File: config.mk
export PLATFORM = sky130hd
export DESIGN_NAME = counter_monitor
export DESIGN_NICKNAME = d
export VERILOG_FILES = /design/src/rtl/counter_monitor.sv
export SDC_FILE = /design/constraint.sdc
export NUM_CORES = 1
export LEC_CHECK = 0
export ABC_AREA = 0
export BUFFER_PORTS_ARGS = -buffer_cell sky130_fd_sc_hd__buf_2
export CAP_MARGIN = 0
export CELL_PAD_IN_SITES_DETAIL_PLACEMENT = 0
export CELL_PAD_IN_SITES_GLOBAL_PLACEMENT = 1
export CORE_MARGIN = 10
export CORE_UTILIZATION = 44
export CTS_CLUSTER_SIZE = 28
export DETAILED_ROUTE_END_ITERATION = 12
export HOLD_SLACK_MARGIN = 0.08
export PLACE_DENSITY = 0.87
export SYNTH_ARGS = -nofsm -noshare
export SYNTH_HDL_FRONTEND = slang
export SYNTH_SLANG_ARGS = --single-unit
File: constraint.sdc
create_clock -name clk -period 5.1 [get_ports clk]
set_input_delay 1.53 -clock clk [delete_from_list [all_inputs] [get_ports clk]]
set_output_delay 1.53 -clock clk [all_outputs]
set_load 0.1 [all_outputs]
File: src/rtl/counter_monitor.sv
// rtl/counter_monitor.sv - hardware checker for an up/down counter's enable/direction/counter_out interface
//
// Watches the counter's controls and registered output every clock, predicts
// the next value and reports deviations with sticky and pulsed error outputs,
// a saturating mismatch count and the offending/predicted values.
//
// Build option: COUNTER_MONITOR_RESYNC_EN
//   defined   - FAULT lasts one cycle, the monitor re-locks onto counter_out
//               and keeps counting later mismatches.
//   undefined - FAULT is absorbing until rst=0 (first mismatch is retained).
//
// Ports:
//   clk          in   rising-edge clock shared with the monitored counter
//   rst          in   synchronous active-low monitor reset
//   ctr_rst      in   monitored counter's active-high reset (observed)
//   enable       in   monitored counter's enable (observed)
//   direction    in   monitored counter's direction, 1 = up (observed)
//   counter_out  in   monitored counter's registered output (observed)
//   err          out  sticky error flag
//   err_pulse    out  one-cycle pulse per detected mismatch
//   err_count    out  saturating mismatch count
//   bad_value    out  counter_out at the most recent mismatch
//   exp_value    out  predicted value at the most recent mismatch
//   wrap_count   out  number of predicted wrap events, modulo 256

module counter_monitor #(
    parameter int WIDTH     = 8,
    parameter int ERR_CNT_W = 8
) (
    input  logic                 clk,
    input  logic                 rst,
    input  logic                 ctr_rst,
    input  logic                 enable,
    input  logic                 direction,
    input  logic [WIDTH-1:0]     counter_out,
    output logic                 err,
    output logic                 err_pulse,
    output logic [ERR_CNT_W-1:0] err_count,
    output logic [WIDTH-1:0]     bad_value,
    output logic [WIDTH-1:0]     exp_value,
    output logic [7:0]           wrap_count
);

    typedef enum logic [1:0] {
        SYNC  = 2'd0,
        TRACK = 2'd1,
        FAULT = 2'd2
    } state_t;

    state_t               state, state_nxt;
    logic [WIDTH-1:0]     expected, expected_nxt;
    logic                 err_nxt, err_pulse_nxt;
    logic [ERR_CNT_W-1:0] err_count_nxt;
    logic [WIDTH-1:0]     bad_value_nxt, exp_value_nxt;
    logic [7:0]           wrap_count_nxt;

    logic [WIDTH-1:0]     predicted;
    logic                 wrap_evt;

    // Counter reset dominates enable, exactly as in the counter itself.
    always_comb begin
        predicted = counter_out;
        if (ctr_rst)
            predicted = '0;
        else if (enable && direction)
            predicted = counter_out + WIDTH'(1);
        else if (enable)
            predicted = counter_out - WIDTH'(1);
    end

    // The wrap is credited at the edge where it is predicted, not where the
    // wrapped value is later observed.
    assign wrap_evt = !ctr_rst && enable &&
                      (( direction && (counter_out == {WIDTH{1'b1}})) ||
                       (!direction && (counter_out == {WIDTH{1'b0}})));

    always_ff @(posedge clk) begin
        if (!rst) begin
            state      <= SYNC;
            expected   <= '0;
            err        <= 1'b0;
            err_pulse  <= 1'b0;
            err_count  <= '0;
            bad_value  <= '0;
            exp_value  <= '0;
            wrap_count <= '0;
        end else begin
            state      <= state_nxt;
            expected   <= expected_nxt;
            err        <= err_nxt;
            err_pulse  <= err_pulse_nxt;
            err_count  <= err_count_nxt;
            bad_value  <= bad_value_nxt;
            exp_value  <= exp_value_nxt;
            wrap_count <= wrap_count_nxt;
        end
    end

    always_comb begin
        state_nxt      = state;
        expected_nxt   = expected;
        err_nxt        = err;
        err_pulse_nxt  = 1'b0;
        err_count_nxt  = err_count;
        bad_value_nxt  = bad_value;
        exp_value_nxt  = exp_value;
        wrap_count_nxt = wrap_count;

        case (state)
            SYNC: begin
                expected_nxt = predicted;
                state_nxt    = TRACK;
            end

            TRACK: begin
                if (counter_out == expected) begin
                    expected_nxt = predicted;
                    if (wrap_evt)
                        wrap_count_nxt = wrap_count + 8'd1;
                end else begin
                    err_nxt       = 1'b1;
                    err_pulse_nxt = 1'b1;
                    if (err_count != {ERR_CNT_W{1'b1}})
                        err_count_nxt = err_count + ERR_CNT_W'(1);
                    bad_value_nxt = counter_out;
                    exp_value_nxt = expected;
                    state_nxt     = FAULT;
                end
            end

            FAULT: begin
`ifdef COUNTER_MONITOR_RESYNC_EN
                // Re-lock on whatever the counter now shows; no compare here.
                expected_nxt = predicted;
                state_nxt    = TRACK;
`else
                state_nxt    = FAULT;
`endif
            end

            default: begin
                state_nxt = SYNC;
            end
        endcase
    end

endmodule
==> impl_metrics.toml <==
[drt]
final_antenna_net_count = 0
num_vias = 1843
viasPerCell = 5.18
firstDrtPassIters = 4
drt_iter0_drc = 105
drcViolationCount = 0
post_drt_wl_per_cell_um = 13.6
finalWirelength_um = 4840

[global_route]
overflow = 0
use_met2 = 0.181
grt_max_degree = 33
grt_usage = 0.120
grt_use_met1 = 0.151
grt_pass1_vias = 1822
grt_first_pass_wirelength_um = 8630
met3_usage = 0.0505
grt.busiest_layer = "met2"
antenna_found_initial = 0

[yosys]
synth-simple-area-share = 0.239
ys_ff_latch = 44
syn-num-nets = 266
synth_top_family_by_area = "simple AND/OR/NAND/NOR gates"
yosysSeqAreaShare = 0.384
synth_xor_area_frac = 0.0753
netlist_instances = 246
synth.cell_area_mm2 = 0.00229
ys_types = 39
synth_fa_ha_area_frac = 0.0382
muxShareOfSynthArea = 0.131
ys.warnings.count = 0
postSynthAreaPerCell_um2 = 9.32
synth-compound-area-share = 0.0802

[timing]
fin_ws_ps = 1810
tns_ps = 0
skew_ps = 3.02
finalHoldViolations = 0
finalCritPeriodShare = 0.645
period_minus_slack_ps = 3290
report.final.slew_viol_count = 0
relSlewSlack = 0.341
setup_viol = 0
fmax_mhz = 304
grt_setup_unrepaired = "false"
tightest_slew_ps = 988

[critical_path]
slowest_delay_ps = 700
critPathSlowestCell = "o21ai_2"
cp-end-kind = "flip-flop"
path_class = "input pin to flip-flop"
cp_max_fo = 13
path_cells = "buf_2 -> xnor2_1 -> nand4_1 -> o21ai_2 -> buf_4 -> nor3_1 -> o221a_2"
cp-start-kind = "input pin"
arrival_ps = 3480
cp.required_ps = 5290

[hold_path]
hold_class = "flip-flop to flip-flop"

[placed_design]
io_buffers = 46
place_congestion = 0.799
place_ws_ps = 1470
post-dp-hpwl_um = 3640

[clocking]
clockRootBuffer = "clkbuf_8"
post_cts_buffers = 0
htreeDepth = 2
clock_sinks = 44
clockBufferDepth = 2
cts_resized = 0
cts_buffers = 5
insertion_delay_ps = 290
holdBufCountCts = 0
cts_tree = "done"
path_clk_slew_ps = 80

[die]
fp-row-count = 26
coreArea_mm2 = 0.00507
start_util = 0.452
fp.dieW_um = 92.2
io-pin-count = 47
die_h_um = 92.2
dieArea_mm2 = 0.00850

[power_and_ir_drop]
p_total_mw = 0.851
p_leak_nw = 1.21
pwr_density_cell_mw_per_mm2 = 326
peakVddDrop_mv = 0.202

[run_status]
status = "finished clean"

[layout]
layout_common_cells = "buf_2, dfxtp_1, mux2i_1"
final_core_util = 0.515
fillers = 516
nets = 306
layout_commonest_cell = "buf_2"
antenna_cells = 0
drive_gt1_frac = 0.227
area_growth_pct = 13.9

[run]
maxCapViolations = 0
state kept, by name (all words and copies together) (netlist names):
signal,flops
bad_value,8
err,1
err_count,8
err_pulse,1
exp_value,8
expected,8
state,2
wrap_count,8
logic make-up (layout without fill, tap and decap cells):
group	count (synthesis)	in the layout
DFF	44	44
adders and majority gates	7	7
AOI/OAI and AO/OA	24	24
xor gates and xnor gates	18	18
and+or+nand+nor	100	100
muxes	30	30
buffers and inverters	23	63
critical path: cells and delay by family:
family | cells | cell delay (ps)
AOI/OAI and AO/OA | 2 | 960
xor gates and xnor gates | 1 | 210
buffers and inverters | 2 | 480
and+or+nand+nor | 2 | 290
report_power, final:
group	switching (mW)	internal (mW)	leakage (nW)	total, mW
registers	0.0175	0.368	0.357	0.385
clock network	0.110	0.0932	0.0410	0.203
logic	0.193	0.0697	0.816	0.263
path summary, 6_finish.rpt:
check	start	to	slack, ps	depth (start not counted)
setup / recovery	counter_out[0]	err_count[7]	1810	7
hold / removal	err	err	440	2
setup reg to reg	expected[0]	err_count[7]	2840	6
hold reg to reg	err	err	440	2
synthesized netlist by cell type:
library cell / number / share of area
a211oi_4: 1 / 0.0087
a21oi_1: 9 / 0.020
a31o_1: 1 / 0.0038
a31oi_2: 1 / 0.0055
a32o_1: 1 / 0.0044
a32oi_1: 3 / 0.011
and3_1: 5 / 0.014
and4_1: 4 / 0.015
buf_2: 2 / 0.0044
buf_4: 4 / 0.013
buf_6: 2 / 0.0098
clkbuf_1: 6 / 0.0098
dfxtp_1: 44 / 0.38
ha_1: 7 / 0.038
inv_1: 9 / 0.015
mux2_2: 1 / 0.0049
mux2i_1: 29 / 0.13
nand2_1: 23 / 0.038
nand2b_1: 8 / 0.022
nand3_1: 7 / 0.015
nand3b_1: 1 / 0.0033
nand4_1: 7 / 0.019
nand4_2: 1 / 0.0055
nor2_1: 27 / 0.044
nor2b_1: 1 / 0.0027
nor3_1: 2 / 0.0044
nor4_1: 2 / 0.0055
nor4_4: 2 / 0.019
nor4b_1: 1 / 0.0038
nor4b_2: 1 / 0.0065
o21ai_0: 3 / 0.0065
o21ai_2: 1 / 0.0038
o221a_2: 1 / 0.0049
o41ai_1: 3 / 0.011
or2_2: 1 / 0.0027
or3_1: 7 / 0.019
xnor2_1: 11 / 0.042
xnor2_2: 2 / 0.014
xor2_1: 5 / 0.019
layer usage:
| metal | vias up | wire length (µm) |
|---|---|---|
| li1 | 940 | - |
| met2 | 42 | 2140 |
| met3 | 5 | 332 |
| met4 | 0 | 62 |
| met5 | - | 0 |
| met1 | 856 | 2300 |
metrics by stage:
stage | cells | instance area, µm² | hold WS, ps
2_1_floorplan | 246 | 2290 | 457
3_3_place_gp | 349 | 2530 | 441
3_5_place_dp | 349 | 2530 | 434
4_1_cts | 356 | 2610 | 447
5_1_grt | 356 | 2610 | 468
6_report | 356 | 2610 | 443
final cells by class:
cell class	count	area (µm²)	area share
Clock buffer	6	72.6	0.0278
Sequential cell	44	881	0.337
Tap cell	70	87.6	0.0335
Multi-Input combinational cell	179	1290	0.495
Timing Repair Buffer	47	238	0.0910
Inverter	9	33.8	0.0129
Clock inverter	1	5.00	0.00192
No activity file was read; power rests on OpenSTA's default activity.
